===== config.mk =====
export PLATFORM = sky130hd
export DESIGN_NAME = bullet_pool
export DESIGN_NICKNAME = d
export VERILOG_FILES = /design/src/rtl/bullet_pool_pkg.sv /design/src/rtl/bullet_pool_pixel_scan.sv /design/src/rtl/bullet_pool.sv
export SDC_FILE = /design/constraint.sdc
export NUM_CORES = 1
export LEC_CHECK = 0
export BUFFER_PORTS_ARGS = -buffer_cell sky130_fd_sc_hd__buf_2
export CAP_MARGIN = 5
export CORE_AREA = 2 2 151 116
export DETAILED_ROUTE_END_ITERATION = 6
export DIE_AREA = 0 0 153 118
export PLACE_DENSITY = 0.66
export SYNTH_ARGS = -nofsm -noshare
export SYNTH_HDL_FRONTEND = slang
export SYNTH_SLANG_ARGS = --single-unit
export TNS_END_PERCENT = 100

===== constraint.sdc =====
create_clock -name clk -period 5.1 [get_ports clk]
set_input_delay 0.51 -clock clk [delete_from_list [all_inputs] [get_ports clk]]
set_output_delay 0.51 -clock clk [all_outputs]
set_load 0.1 [all_outputs]

===== src/rtl/bullet_pool_pkg.sv =====
// Shared definitions for the sprite engines: colours, screen bounds,
// FSM state encodings and the bullet slot record.
package bullet_pool_pkg;

  localparam logic [2:0] BLACK   = 3'b000;
  localparam logic [2:0] MAGENTA = 3'b101;

  localparam int SCREEN_W = 320;
  localparam int SCREEN_H = 240;

  localparam logic [2:0] ST_IDLE  = 3'd0;
  localparam logic [2:0] ST_SCAN  = 3'd1;
  localparam logic [2:0] ST_ERASE = 3'd2;
  localparam logic [2:0] ST_MOVE  = 3'd3;
  localparam logic [2:0] ST_DRAW  = 3'd4;

  typedef struct packed {
    logic       active;
    logic       dying;
    logic [8:0] x;
    logic [7:0] y;
  } slot_t;

endpackage


===== src/rtl/bullet_pool_pixel_scan.sv =====
// Row-major BW x BH rectangle walker with registered pixel outputs.
// done_o is high on the final pixel cycle; start_i latches the base corner.
module sprite_pixel_scan #(
  parameter int BW = 2,
  parameter int BH = 3
) (
  input  logic       clk,
  input  logic       reset,
  input  logic       start_i,
  input  logic [8:0] base_x_i,
  input  logic [7:0] base_y_i,
  output logic [8:0] x_o,
  output logic [7:0] y_o,
  output logic       plot_o,
  output logic       done_o
);

  localparam logic [1:0] LAST_COL = 2'(BW - 1);
  localparam logic [1:0] LAST_ROW = 2'(BH - 1);

  logic [8:0] bx_q, bx_d, x_q, x_d;
  logic [7:0] by_q, by_d, y_q, y_d;
  logic [1:0] col_q, col_d, row_q, row_d;
  logic       plot_q, plot_d;
  logic       last_s;

  assign last_s = (col_q == LAST_COL) && (row_q == LAST_ROW);

  always_comb begin
    bx_d   = bx_q;
    by_d   = by_q;
    col_d  = col_q;
    row_d  = row_q;
    plot_d = plot_q;
    x_d    = x_q;
    y_d    = y_q;
    if (start_i) begin
      bx_d   = base_x_i;
      by_d   = base_y_i;
      col_d  = 2'd0;
      row_d  = 2'd0;
      plot_d = 1'b1;
      x_d    = base_x_i;
      y_d    = base_y_i;
    end else if (plot_q && last_s) begin
      plot_d = 1'b0;
    end else if (plot_q) begin
      if (col_q == LAST_COL) begin
        col_d = 2'd0;
        row_d = row_q + 2'd1;
      end else begin
        col_d = col_q + 2'd1;
      end
      // Coordinates wrap in 9/8 bits; clipping happens downstream.
      x_d = bx_q + {7'd0, col_d};
      y_d = by_q + {6'd0, row_d};
    end else begin
      plot_d = 1'b0;
    end
  end

  always_ff @(posedge clk or posedge reset) begin
    if (reset) begin
      bx_q   <= 9'd0;
      by_q   <= 8'd0;
      col_q  <= 2'd0;
      row_q  <= 2'd0;
      plot_q <= 1'b0;
      x_q    <= 9'd0;
      y_q    <= 8'd0;
    end else begin
      bx_q   <= bx_d;
      by_q   <= by_d;
      col_q  <= col_d;
      row_q  <= row_d;
      plot_q <= plot_d;
      x_q    <= x_d;
      y_q    <= y_d;
    end
  end

  assign x_o    = x_q;
  assign y_o    = y_q;
  assign plot_o = plot_q;
  assign done_o = plot_q & last_s;

endmodule


===== src/rtl/bullet_pool.sv =====
// Multi-slot player bullet engine: spawns on fire, moves live bullets once per
// frame tick and serialises erase/draw pixels to the shared plotter.
module bullet_pool
  import bullet_pool_pkg::*;
#(
  parameter int         NUM_BULLETS = 4,
  parameter int         BW          = 2,
  parameter int         BH          = 3,
  parameter int         SPEED       = 2,
  parameter int         X_OFF       = 5,
  parameter int         Y_MIN       = 0,
  parameter logic [2:0] COLOUR      = MAGENTA
) (
  input  logic                     clk,
  input  logic                     reset,
  input  logic                     fire,
  input  logic [8:0]               ship_x,
  input  logic [7:0]               ship_y,
  input  logic                     frame_tick,
  input  logic                     hit_valid,
  input  logic [2:0]               hit_idx,
  output logic                     plot,
  output logic [8:0]               x,
  output logic [7:0]               y,
  output logic [2:0]               colour,
  output logic                     busy,
  output logic                     fire_drop,
  output logic                     overrun,
  output logic [NUM_BULLETS-1:0]   active,
  output logic [9*NUM_BULLETS-1:0] pos_x_flat,
  output logic [8*NUM_BULLETS-1:0] pos_y_flat
);

  localparam int         IW    = $clog2(NUM_BULLETS + 1);
  localparam logic [8:0] Y_LIM = 9'(Y_MIN + SPEED);

  slot_t          slot_q [NUM_BULLETS];
  slot_t          slot_d [NUM_BULLETS];
  logic [2:0]     state_q, state_d;
  logic [IW-1:0]  idx_q, idx_d;
  logic           busy_q, busy_d;
  logic           pending_q, pending_d;
  logic           fire_drop_q, fire_drop_d;
  logic           overrun_q, overrun_d;
  logic [2:0]     colour_q, colour_d;

  slot_t          cur_s;
  logic           free_s;
  logic [IW-1:0]  free_idx_s;
  logic           scan_start_s, scan_done_s;
  logic [8:0]     scan_x_s;
  logic [7:0]     scan_y_s;

  sprite_pixel_scan #(.BW(BW), .BH(BH)) u_scan (
    .clk      (clk),
    .reset    (reset),
    .start_i  (scan_start_s),
    .base_x_i (scan_x_s),
    .base_y_i (scan_y_s),
    .x_o      (x),
    .y_o      (y),
    .plot_o   (plot),
    .done_o   (scan_done_s)
  );

  // Current slot selection and lowest-index free slot search.
  always_comb begin
    cur_s      = '0;
    free_s     = 1'b0;
    free_idx_s = '0;
    for (int i = 0; i < NUM_BULLETS; i++) begin
      if (idx_q == IW'(i)) cur_s = slot_q[i];
      else                 cur_s = cur_s;
    end
    for (int i = NUM_BULLETS - 1; i >= 0; i--) begin
      if (!slot_q[i].active) begin
        free_s     = 1'b1;
        free_idx_s = IW'(i);
      end else begin
        free_s     = free_s;
      end
    end
  end

  always_comb begin
    state_d      = state_q;
    idx_d        = idx_q;
    busy_d       = busy_q;
    pending_d    = pending_q | fire;
    fire_drop_d  = 1'b0;
    overrun_d    = frame_tick & busy_q;
    colour_d     = colour_q;
    scan_start_s = 1'b0;
    scan_x_s     = cur_s.x;
    scan_y_s     = cur_s.y;
    for (int i = 0; i < NUM_BULLETS; i++) begin
      slot_d[i] = slot_q[i];
      if (hit_valid && (hit_idx == 3'(i)) && slot_q[i].active) slot_d[i].dying = 1'b1;
      else                                                     slot_d[i].dying = slot_q[i].dying;
    end

    case (state_q)
      ST_IDLE: begin
        pending_d = 1'b0;
        // Spawn first so a coincident frame_tick sees the new bullet.
        if ((pending_q || fire) && free_s) begin
          for (int i = 0; i < NUM_BULLETS; i++) begin
            if (free_idx_s == IW'(i)) begin
              slot_d[i].active = 1'b1;
              slot_d[i].dying  = 1'b0;
              slot_d[i].x      = ship_x + 9'(X_OFF);
              slot_d[i].y      = ship_y - 8'(BH);
            end else begin
              slot_d[i].active = slot_d[i].active;
            end
          end
        end else begin
          fire_drop_d = pending_q | fire;
        end
        if (frame_tick) begin
          state_d = ST_SCAN;
          idx_d   = '0;
          busy_d  = 1'b1;
        end else begin
          state_d = ST_IDLE;
        end
      end
      ST_SCAN: begin
        if (idx_q == IW'(NUM_BULLETS)) begin
          state_d = ST_IDLE;
          busy_d  = 1'b0;
        end else if (cur_s.active) begin
          scan_start_s = 1'b1;
          colour_d     = BLACK;
          state_d      = ST_ERASE;
        end else begin
          idx_d = idx_q + 1'b1;
        end
      end
      ST_ERASE: begin
        state_d = scan_done_s ? ST_MOVE : ST_ERASE;
      end
      ST_MOVE: begin
        if (cur_s.dying || ({1'b0, cur_s.y} < Y_LIM)) begin
          for (int i = 0; i < NUM_BULLETS; i++) begin
            if (idx_q == IW'(i)) begin
              slot_d[i].active = 1'b0;
              slot_d[i].dying  = 1'b0;
            end else begin
              slot_d[i].active = slot_d[i].active;
            end
          end
          idx_d   = idx_q + 1'b1;
          state_d = ST_SCAN;
        end else begin
          scan_y_s = cur_s.y - 8'(SPEED);
          for (int i = 0; i < NUM_BULLETS; i++) begin
            if (idx_q == IW'(i)) slot_d[i].y = scan_y_s;
            else                 slot_d[i].y = slot_q[i].y;
          end
          scan_start_s = 1'b1;
          colour_d     = COLOUR;
          state_d      = ST_DRAW;
        end
      end
      ST_DRAW: begin
        if (scan_done_s) begin
          idx_d   = idx_q + 1'b1;
          state_d = ST_SCAN;
        end else begin
          state_d = ST_DRAW;
        end
      end
      default: begin
        state_d = ST_IDLE;
        busy_d  = 1'b0;
      end
    endcase
  end

  // State, slot table and strobe registers.
  always_ff @(posedge clk or posedge reset) begin
    if (reset) begin
      state_q     <= ST_IDLE;
      idx_q       <= '0;
      busy_q      <= 1'b0;
      pending_q   <= 1'b0;
      fire_drop_q <= 1'b0;
      overrun_q   <= 1'b0;
      colour_q    <= BLACK;
      for (int i = 0; i < NUM_BULLETS; i++) slot_q[i] <= '0;
    end else begin
      state_q     <= state_d;
      idx_q       <= idx_d;
      busy_q      <= busy_d;
      pending_q   <= pending_d;
      fire_drop_q <= fire_drop_d;
      overrun_q   <= overrun_d;
      colour_q    <= colour_d;
      for (int i = 0; i < NUM_BULLETS; i++) slot_q[i] <= slot_d[i];
    end
  end

  always_comb begin
    active     = '0;
    pos_x_flat = '0;
    pos_y_flat = '0;
    for (int i = 0; i < NUM_BULLETS; i++) begin
      active[i]           = slot_q[i].active;
      pos_x_flat[9*i +: 9] = slot_q[i].x;
      pos_y_flat[8*i +: 8] = slot_q[i].y;
    end
  end

  assign colour    = colour_q;
  assign busy      = busy_q;
  assign fire_drop = fire_drop_q;
  assign overrun   = overrun_q;

endmodule

## Yosys cells after proc, flatten, opt, wreduce, memory -nomap -nowiden

Index checks and enable logic that the tools add are counted.
Widths: inputs -> output; s select.

| storage, ports and cells | value |
|---|---|
| output and inout bits | 96 |
| logic and storage cells | 218 |
| register bits after elaboration | 128 |

| operators by class | value |
|---|---|
| bitwise logic cells | 4 |
| $lt $le $gt $ge | 1 |
| eq/ne operators | 35 |
| reductions and logical operators | 38 |
| muxes and demuxes | 102 |
| $add $sub $neg | 8 |

Operators by type and width:

| cell | count |
|---|---|
| $mux 8 | 13 |
| $mux 19 | 4 |
| $mux 76 | 1 |
| $mux 18 | 4 |
| $pmux 10 s2 | 3 |
| $mux 3 | 15 |
| $reduce_and 5->1 | 8 |
| $mux 2 | 19 |
| $ne 2x2->1 const B | 18 |
| $mux 1 | 33 |
| $mux 9 | 3 |
| $eq 3x2->1 const B | 8 |
| $pmux 8 s2 | 1 |
| $sub 8x2->8 const B | 2 |
| $pmux 3 s5 | 1 |
| $reduce_and 3->1 | 5 |
| $eq 3x1->1 const B | 4 |
| $logic_not 3->1 | 4 |
| $pmux 3 s4 | 1 |
| $logic_and 1x1->1 | 11 |
| $add 9x2->9 | 1 |
| $add 9x3->9 const B | 1 |
| $add 8x2->8 | 1 |
| $lt 8x2->1 const B | 1 |
| 20 further kinds | 26 |

## Longest topological paths before layout

Gate-level depths: netlist of run 1.

| logic depth | value |
|---|---|
| depth after elaboration | 14 |
| depth in mapped cells | 13 |
| gate-level depth less buffers | 12 |

## By module

From an unflattened synthesis of run 1, not the netlist that was laid out.

| unflattened totals | value |
|---|---|
| cells, all modules | 819 |
| area total of the unflattened synthesis | 7531.0 um2 |

By module, submodules not included:

| module | area each (um2) | times used | seq. area each (um2) | cells an instance |
|---|---|---|---|---|
| bullet_pool | 5620.4 | 1 | 2177.1 | 636 |
| sprite_pixel_scan | 1910.6 | 1 | 975.9 | 183 |

## Least setup slack after synthesis of run 1

OpenSTA, ideal clock, no wires.

| timing | value |
|---|---|
| kind | register to register |
| from | register idx_q[0] |
| to | register, netlist name pos_y_flat[23] |
| path buffers | 3 |
| library setup time | 128 ps |
| required time | 4972 ps |
| period minus slack after synthesis | 3120 ps |
| cell stages (with the launch flop) | 14 |
| path slack | 1980 ps |
| arrival | 2993 ps |
| cell sequence | dfrtp_1 -> ha_1 -> ha_1 -> buf_4 -> buf_1 -> clkbuf_1 -> a21oi_1 -> ha_1 -> inv_1 -> a211oi_1 -> nand4_1 -> xnor2_1 -> o22ai_1 -> mux2_1 |

| on the way | value |
|---|---|
| cells in the longest elaborated chain, start to end | 9 |
| elaborated cells between the ends (all ways) | 17 |

RTL lines:

| element | line | text |
|---|---|---|
| from (decl) | bullet_pool.sv:40 | `logic [IW-1:0] idx_q, idx_d;` |
| from (signal assigned) | bullet_pool.sv:194 | `idx_q <= idx_d;` |
| $logic_not 3->1 | bullet_pool.sv:72 | `if (idx_q == IW'(i)) cur_s = slot_q[i];` |
| $mux 19 (4 in series) | bullet_pool.sv:72 |  |
| $sub 8x2->8 or $lt 8x2->1 (tied branches) | bullet_pool.sv:156, bullet_pool.sv:144 |  |
| $mux 8 or $logic_or 1x1->1 (tied branches) | bullet_pool.sv:158, bullet_pool.sv:144 |  |
| $mux 8 or $ne 2x2->1 (tied branches) | - |  |
| $pmux 10 s2 or $reduce_and 5->1 (tied branches) | - |  |

Parallel ways exist; a longest one is shown, timed or not. The select of a mux whose other input is x is not followed.
A chain may end at the register's enable or synchronous reset.

## Worst setup path after layout of run 1

| timing | value |
|---|---|
| from | register idx_q[1] |
| to | register, netlist name pos_y_flat[23] |

| on the way | value |
|---|---|
| cells in the longest elaborated chain, start to end | 9 |
| elaborated cells between the ends (all ways) | 17 |

RTL lines:

| element | line |
|---|---|
| $logic_not 3->1 | bullet_pool.sv:72 |
| $mux 19 (4 in series) | bullet_pool.sv:72 |
| $sub 8x2->8 or $lt 8x2->1 (tied branches) | bullet_pool.sv:156, bullet_pool.sv:144 |
| $mux 8 or $logic_or 1x1->1 (tied branches) | bullet_pool.sv:158, bullet_pool.sv:144 |
| $mux 8 or $ne 2x2->1 (tied branches) | - |
| $pmux 10 s2 or $reduce_and 5->1 (tied branches) | - |

Parallel ways exist; a longest one is shown, timed or not. The select of a mux whose other input is x is not followed.

==> results.yml, run 1 <==
clocking:
  cts_buffer_depth: 2
  tritoncts: "yes"
  clkSinkCount: 126
  postCtsSetupBuffers: 0
  clockRootBuffer: "clkbuf_16"
  cts_resized: 0
  cts-hold-fix-buffers: 0
  cts_made_buffers: 17
  htree_levels: 4
  cts.clk_slew.worst_paths_ns: 0.06
  clk_latency_ns: 0.43
logic_synthesis:
  syn-num-nets: 849
  synth_edf_count: 0
  synth_cell_type_count: 66
  synth_area_mm2: 0.00739
  yosysSeqAreaShare_pct: 42.7
  ys_warn_count: 0
  postSynthAreaPerCell_um2: 9.13
  synth_seq_cells: 126
  ys.flop_type: "dfrtp_1"
  synth_cells: 809
  async_reset_ff_share_pct: 100
route:
  ant_nets: 0
  drt_iter0_drc: 535
  routed_wl_mm: 20.0
  routed-via-count: 6010
  vias_per_cell: 5.60
  wl_per_cell_um: 18.7
  drcViolationCount: 0
  firstDrtPassIters: 5
sta:
  hold_violations: 0
  slew_headroom_pct: 34.6
  maxSlewViolCount: 0
  setup_viol: 0
  tightest_slew_ns: 0.973
  rsz0062_at_grt: "no"
  timing.fmax_mhz: 256
  min_period_ns: 3.91
  fin_crit_sh_pct: 76.7
  clock_skew_ns: 0.00728
  setup_tns_ns: 0
global_route:
  grt_use_total_pct: 22.9
  grt_pass1_vias: 5550
  antenna_found_initial: 1
  grt_overflow: 0
  grt_pass1_wl_mm: 32.2
  grt_max_degree: 66
placed_design:
  io_buffers: 119
  dp_hpwl_mm: 14.6
  gp_congestion: 0.880
cells_and_area:
  drive_above_1_share_pct: 21.3
  layout_commonest_cell: "nand2_1"
  fillers: 1556
  final_cell_mix: "nand2_1 (128), dfrtp_1 (126), buf_2 (119)"
  layout.nets: 885
  diodes: 0
  syn2layout_area_growth_pct: 11.7
floorplanning:
  die_area_mm2: 0.0181
  core-area_mm2: 0.0166
  io_pins: 121
  start_util_pct: 44.6
  fp.dieH_um: 118
  die_w_um: 153
  rows: 41
setup_path:
  cp-end-kind: "flop"
  arrival_ns: 4.22
  cpMaxStageDelayCell: "a211oi_1"
  worst-setup-path-type: "flop to flop"
  critPathMaxFanout: 15
  setup.worst_path.start: "idx_q[1]$_DFFE_PP0P_"
  r2r-start: "idx_q[1]$_DFFE_PP0P_"
  max_stage_delay_ns: 0.55
  path_buf_inv: 2
  reg2reg_slack_ns: 1.19
  critPathRequiredTime_ns: 5.41
  worstPathCellList: "inv_1 -> ha_1 -> nand3b_1 -> a211oi_1 -> nor2_1 -> ha_1 -> inv_1 -> a211oi_1 -> nand4_1 -> xnor2_1 -> o22ai_1 -> mux2_1"
  path_delay_family: "simple AND/OR/NAND/NOR gates"
  startpoint_type: "flop"
job:
  cap_violations: 0
outcome:
  status: "completed"
worst_hold_path:
  hold_class: "input port to async pin"
[final timing paths]
check / endpoint / cells past startpoint
setup / recovery: pos_y_flat[23]$_DFFE_PP0P_ / 12
hold / removal: u_scan.bx_q[1]$_DFFE_PP0P_ / 2
setup reg to reg: pos_y_flat[23]$_DFFE_PP0P_ / 12
hold reg to reg: slot_q[55]$_DFF_PP0_ / 2
max in group asynchronous: pos_y_flat[7]$_DFFE_PP0P_ / 3
min in group clk: pos_x_flat[18]$_DFFE_PP0P_ / 2
[per-layer routing]
layer | routed length (µm) | global-route usage (%) | vias up
met4 | 210 | 5.61 | 0
met5 | 0 | 0 | -
met3 | 1950 | 6.52 | 21
li1 | - | - | 2833
met1 | 9990 | 36.9 | 2868
met2 | 7890 | 29.5 | 288
[area by class of cell]
class	count	area [µm²]	area share (%)
inverters	25	96.3	1.17
flip-flops and latches	126	3150	38.2
multi-input cells	545	3410	41.3
well taps	215	269	3.26
clock inverters	11	188	2.27
clock buffers	21	460	5.58
repair buffers	130	678	8.21
[metrics by stage]
stage	worst slack, ns	cells	util, %	area [µm²]	hold WS (ns)
2_1_floorplan	1.23	809	-	7390	0.466
3_3_place_gp	1.35	1041	45.9	7610	0.486
3_5_place_dp	1.35	1041	45.9	7610	0.494
4_1_cts	1.32	1073	49.8	8260	0.278
5_1_grt	0.985	1073	49.8	8260	0.312
6_report	1.19	1073	49.8	8260	0.252
[synthesized netlist by cell type, types with 3 or more instances]
master	instances	area [µm²]
a211oi_1	4	30.0
a21boi_1	11	82.6
a21oi_1	46	230
a221o_1	11	110
a221oi_1	3	26.3
a2bb2oi_1	5	43.8
a31oi_1	4	25.0
a32oi_2	3	48.8
and2_1	4	25.0
and3_1	5	31.3
buf_2	8	40.0
buf_4	77	578
clkbuf_1	25	93.8
dfrtp_1	126	3150
ha_1	13	163
inv_1	25	93.8
mux2_1	16	180
mux2_2	7	78.8
mux2i_1	8	80.1
nand2_1	128	480
nand2b_1	9	56.3
nand3_1	11	55.1
nand3b_1	8	60.1
nand4_1	3	18.8
nor2_1	43	161
nor2b_1	6	37.5
nor3_1	9	45.0
nor3b_1	3	22.5
o211ai_1	6	45.0
o21a_1	15	113
o21ai_0	70	350
o21ai_1	10	50.1
o221ai_1	4	35.0
o22ai_1	10	62.6
or3_1	5	31.3
xnor2_1	19	166
xor2_1	12	105
[state kept, by name, indices dropped and copies added, names as in the netlist, 2 cells and up]
name          flops
active            4
idx_q             3
pos_x_flat       36
pos_y_flat       32
slot_q            4
state_q           3
u_scan.bx_q       9
u_scan.by_q       8
u_scan.col_q      2
u_scan.row_q      2
u_scan.x_o        9
u_scan.y_o        8
[cell families (layout without fill, tap and decap cells)]
logic type / Yosys count / count (layout) / share of synthesized area (%)
xor gates and xnor gates: 31 / 31 / 3.67
and+or+nand+nor: 244 / 244 / 15.0
DFF: 126 / 126 / 42.7
adders and majority gates: 15 / 15 / 2.74
buffers and inverters: 138 / 187 / 11.2
other: 1 / 1 / 0.0508
AOI/OAI and AO/OA: 223 / 223 / 20.1
muxes: 31 / 31 / 4.59
Power of run 1 is not shown: default switching activity piles up to over one toggle a cycle in this logic, so the estimate is an artifact.
==> inputs of run 2 (changes only) <==
--- a/config.mk
+++ b/config.mk
@@ -10,7 +10,7 @@
 export CORE_AREA = 2 2 151 116
 export DETAILED_ROUTE_END_ITERATION = 6
 export DIE_AREA = 0 0 153 118
-export PLACE_DENSITY = 0.66
+export PLACE_DENSITY = 0.68
 export SYNTH_ARGS = -nofsm -noshare
 export SYNTH_HDL_FRONTEND = slang
 export SYNTH_SLANG_ARGS = --single-unit
==> constraint.sdc (replaced) <==
create_clock -name clk -period 3.4 [get_ports clk]
set_input_delay 0.34 -clock clk [delete_from_list [all_inputs] [get_ports clk]]
set_output_delay 0.34 -clock clk [all_outputs]
set_load 0.1 [all_outputs]
==> run 2 against run 1 <==
  * Via count up 0.70%
  * Sequential share of layout area down 0.25 points
  * Largest cell class unchanged
  * Global-route usage down 0.20 points
  * Flip-flop and latch count unchanged
  * Critical path type unchanged
  * Clock skew up 0.0055 ns
  * Cell count up 1.4%
  * Critical endpoint is now pos_y_flat[15]$_DFFE_PP0P_
==> results.yml, run 2 (same netlist as run 1, synthesis figures left out) <==
global_route:
  antenna_found_initial: 0
  grt_pass1_wl_mm: 31.9
  grt_pass1_vias: 5617
  grt_max_degree: 43
  grt_use_total_pct: 22.7
  grt_overflow: 0
clocking:
  tritoncts: "yes"
  htree_levels: 4
  cts_made_buffers: 17
  cts_buffer_depth: 2
  clockRootBuffer: "clkbuf_16"
  clkSinkCount: 126
  clk_latency_ns: 0.43
  postCtsSetupBuffers: 0
  cts.clk_slew.worst_paths_ns: 0.06
sta:
  tightest_slew_ns: 0.809
  clock_skew_ns: 0.0128
  maxSlewViolCount: 0
  timing.fmax_mhz: 311
  setup_tns_ns: 0
  min_period_ns: 3.22
  setup_viol: 0
  slew_headroom_pct: 46.0
  fin_crit_sh_pct: 94.7
  hold_violations: 0
  rsz0062_at_grt: "no"
cells_and_area:
  final_cell_mix: "nand2_1 (128), dfrtp_1 (126), buf_2 (119)"
  layout_commonest_cell: "nand2_1"
  layout.nets: 900
  drive_above_1_share_pct: 23.1
  largest_reg_flops: 36
  diodes: 0
  syn2layout_area_growth_pct: 12.5
  fillers: 1568
job:
  cap_violations: 0
floorplanning:
  die_area_mm2: 0.0181
  fp.dieH_um: 118
  rows: 41
  start_util_pct: 44.6
  die_w_um: 153
  io_pins: 121
  core-area_mm2: 0.0166
setup_path:
  startpoint_type: "flop"
  worst-setup-path-type: "flop to flop"
  reg2reg_slack_ns: 0.18
  cp-end-kind: "flop"
  setup.worst_path.start: "idx_q[0]$_DFFE_PP0P_"
  r2r_cells: 10
  critPathMaxFanout: 26
  arrival_ns: 3.53
  r2r-start: "idx_q[0]$_DFFE_PP0P_"
  critPathRequiredTime_ns: 3.71
worst_hold_path:
  min-delay-start: "frame_tick"
  hold_class: "input port to flop"
  min_path_cells: 2
outcome:
  status: "completed"
route:
  ant_nets: 0
  firstDrtPassIters: 5
  drt_iter0_drc: 459
  drcViolationCount: 0
  routed-via-count: 6052
  wl_per_cell_um: 18.4
  vias_per_cell: 5.56
  routed_wl_mm: 20.0
placed_design:
  gp_congestion: 0.899
  io_buffers: 119
  dp_hpwl_mm: 14.9
-- run 2: metal layers --
layer / routed length (µm) / global-route usage, %
met1: 10200 / 35.3
met2: 8010 / 30.0
met3: 1480 / 5.93
met4: 307 / 7.87
met5: 0 / 0
-- run 2: worst paths after layout --
check / endpoint
max reg2reg: pos_y_flat[15]$_DFFE_PP0P_
min: overrun$_DFF_PP0_
min in group asynchronous: u_scan.bx_q[3]$_DFFE_PP0P_
min reg2reg: u_scan.bx_q[0]$_DFFE_PP0P_
max: pos_y_flat[15]$_DFFE_PP0P_
max in group asynchronous: pos_y_flat[29]$_DFFE_PP0P_
-- run 2: what timing repair did --
item / CTS / global route
hold endpoints to repair: 12 / 0
resized for setup: 0 / 4
setup endpoints to repair: 0 / 9
hold buffers: 1 / 0
-- run 2: area by class of cell --
class,instances,area [µm²],share of cell area (%)
sequential,126,3150,37.9
tap,215,269,3.24
timing repair buffer,145,806,9.70
inverter,25,97.6,1.17
clock buffer,18,439,5.28
multi-input combinational,545,3430,41.2
clock inverter,14,120,1.45
-- run 2: critical path: stages (launching register included) --
cell and delay [ns]:
dfrtp_1 0.43, ha_1 0.23, ha_1 0.19, buf_4 0.24, nor2_2 0.42, a32oi_2 0.20, buf_4 0.20, nand4_2 0.14
o21ai_1 0.12, a21oi_2 0.54, mux2_2 0.40
-- run 2: per-stage QoR --
step / cells / setup slack, ns / utilization, % / instance area, µm² / hold slack (ns)
4_1_cts: 1088 / 0.216 / 50.1 / 8300 / 0.190
6_report: 1088 / 0.181 / 50.2 / 8310 / 0.190
3_3_place_gp: 1055 / 0.312 / 46.6 / 7730 / 0.323
2_1_floorplan: 809 / 0.280 / - / 7390 / 0.452
5_1_grt: 1088 / 0.00702 / 50.2 / 8310 / 0.205
3_5_place_dp: 1055 / 0.234 / 46.6 / 7730 / 0.321
Power of run 2 is left out for the same reason.
==> inputs of run 3 (changes only) <==
--- a/config.mk
+++ b/config.mk
@@ -7,10 +7,12 @@
 export LEC_CHECK = 0
 export BUFFER_PORTS_ARGS = -buffer_cell sky130_fd_sc_hd__buf_2
 export CAP_MARGIN = 5
-export CORE_AREA = 2 2 151 116
+export CELL_PAD_IN_SITES_DETAIL_PLACEMENT = 1
+export CELL_PAD_IN_SITES_GLOBAL_PLACEMENT = 2
+export CORE_AREA = 2 2 179 137
 export DETAILED_ROUTE_END_ITERATION = 6
-export DIE_AREA = 0 0 153 118
-export PLACE_DENSITY = 0.68
+export DIE_AREA = 0 0 181 139
+export PLACE_DENSITY_LB_ADDON = 0.1
 export SYNTH_ARGS = -nofsm -noshare
 export SYNTH_HDL_FRONTEND = slang
 export SYNTH_SLANG_ARGS = --single-unit
==> run 3 against run 2 <==
  * Sequential share of layout area shrank 0.81 points
  * Register-to-register slack gained 0.03 ns
  * Non-clock buffer count grew 2
  * Clock-buffer cell count grew 4
  * Flip-flop and latch count is the same
  * Clock skew grew 0.0043 ns
  * The run now ends with design-rule violations left
  * Worst setup slack gained 0.030 ns
  * Maximum frequency grew 0.93%
==> results.yml, run 3 (same netlist as run 1, synthesis figures left out) <==
setup_path:
  reg2reg_slack_ns: 0.21
  path_delay_family: "adder cells"
  cp-end-kind: "flop"
  r2r_end: "pos_y_flat[23]$_DFFE_PP0P_"
  r2r-start: "idx_q[0]$_DFFE_PP0P_"
  crit_path_frequent_cell: "ha_1"
  r2r_cells: 13
  path_buf_inv: 3
  startpoint_type: "flop"
  worst-setup-path-type: "flop to flop"
  critPathMaxFanout: 11
  max_stage_delay_ns: 0.42
  cpMaxStageDelayCell: "dfrtp_1"
  worstPathCellList: "ha_1 -> ha_1 -> buf_4 -> nand2_1 -> inv_1 -> nor2_1 -> ha_1 -> inv_1 -> a211oi_1 -> nand4_1 -> xnor2_1 -> o22ai_1 -> mux2_1"
  arrival_ns: 3.49
  critPathRequiredTime_ns: 3.70
clocking:
  cts_made_buffers: 17
  clockRootBuffer: "clkbuf_16"
  clkSinkCount: 126
  cts.clk_slew.worst_paths_ns: 0.06
  cts_buffer_depth: 2
  cts-hold-fix-buffers: 0
  clk_latency_ns: 0.43
  tritoncts: "yes"
  htree_levels: 4
sta:
  hold_violations: 0
  tightest_slew_ns: 0.928
  setup_viol: 0
  fin_crit_sh_pct: 93.8
  rsz0062_at_grt: "no"
  timing.fmax_mhz: 314
  slew_headroom_pct: 38.1
  clock_skew_ns: 0.0171
  maxSlewViolCount: 0
  min_period_ns: 3.19
  setup_tns_ns: 0
  final.setup.worst_slack_ns: 0.210
global_route:
  antenna_found_initial: 0
  met1_usage_pct: 31.9
  busiest_layer: "met1"
  met3_usage_pct: 3.55
  grt_use_met2_pct: 28.9
  grt_max_degree: 51
  grt_overflow: 0
  grt_pass1_wl_mm: 39.2
  grt_use_total_pct: 20.3
  grt_pass1_vias: 6309
cells_and_area:
  final_cell_mix: "nand2_1 (128), dfrtp_1 (126), buf_2 (119)"
  syn2layout_area_growth_pct: 14.9
  layout_commonest_cell: "nand2_1"
  layout.nets: 902
  largest_reg_flops: 36
  stdcell_count: 1181
  drive_above_1_share_pct: 23.2
  fillers: 2774
  diodes: 0
placed_design:
  io_buffers: 119
  dp_hpwl_mm: 18.9
  dp_slack_ns: 0.127
  gp_congestion: 0.845
  dp_cells: 1149
route:
  firstDrtPassIters: 7
  ant_nets: 0
  wl_per_cell_um: 21.0
  drcViolationCount: 2
  vias_per_cell: 5.12
  routed-via-count: 6046
  drt_iter0_drc: 385
  routed_wl_mm: 24.8
floorplanning:
  fp.dieH_um: 139
  start_util_pct: 31.4
  core-area_mm2: 0.0235
  die_area_mm2: 0.0252
  io_pins: 121
  rows: 49
  die_w_um: 181
outcome:
  violations: "design-rule violations"
  status: "finished, violations left"
worst_hold_path:
  hold_class: "input port to async pin"
job:
  cap_violations: 0
==> run 3: area by class of cell <==
type | instances | area [µm²] | share of cell area [%]
clock buffers | 22 | 464 | 5.47
clock inverters | 10 | 138 | 1.62
inverters | 25 | 97.6 | 1.15
multi-input cells | 545 | 3430 | 40.3
flip-flops and latches | 126 | 3150 | 37.1
well taps | 306 | 383 | 4.51
repair buffers | 147 | 831 | 9.78
==> run 3: worst max path at each step <==
| stage | startpoint | endpoint | slack (ns) | depth (start not counted) |
|---|---|---|---|---|
| finish | idx_q[0]$_DFFE_PP0P_ | pos_y_flat[23]$_DFFE_PP0P_ | 0.21 | 13 |
| global route | idx_q[1]$_DFFE_PP0P_ | u_scan.x_o[4]$_DFFE_PP0P_ | 0.0002 | 11 |
| CTS | idx_q[0]$_DFFE_PP0P_ | pos_y_flat[13]$_DFFE_PP0P_ | 0.12 | 13 |
| detailed placement | idx_q[1]$_DFFE_PP0P_ | u_scan.bx_q[4]$_DFFE_PP0P_ | 0.13 | 11 |
| global placement | idx_q[1]$_DFFE_PP0P_ | u_scan.bx_q[4]$_DFFE_PP0P_ | 0.22 | 11 |
| floorplan | idx_q[0]$_DFFE_PP0P_ | pos_y_flat[23]$_DFFE_PP0P_ | 0.28 | 13 |
==> run 3: per-stage QoR <==
stage	util [%]	area [µm²]	hold WS, ns
4_1_cts	36.0	8480	0.0609
2_1_floorplan	-	7390	0.452
6_report	36.1	8490	0.0514
3_3_place_gp	33.5	7880	0.485
5_1_grt	36.1	8490	0.108
3_5_place_dp	33.5	7880	0.495
==> run 3: worst register-to-register path, stage by stage (launching register included) <==
cell	delay, ns
dfrtp_1	0.42
ha_1	0.22
ha_1	0.23
buf_4	0.21
nand2_1	0.07
inv_1	0.09
nor2_1	0.17
ha_1	0.20
inv_1	0.06
a211oi_1	0.30
nand4_1	0.26
xnor2_1	0.39
o22ai_1	0.12
mux2_1	0.32
==> run 3: metal layers <==
metal / routed length, µm / vias up / part of all wire, %
met4: 184 / 0 / 0.74
met3: 843 / 12 / 3.4
li1: - / 2843 / -
met1: 13500 / 3055 / 54
met5: 0 / - / 0
met2: 10300 / 136 / 42
==> run 3: what timing repair did <==
action / in CTS / in global routing
endpoints found under the setup margin: 0 / 43
setup buffers: 0 / 0
resized for setup: 0 / 4
Power of run 3 is left out for the same reason.
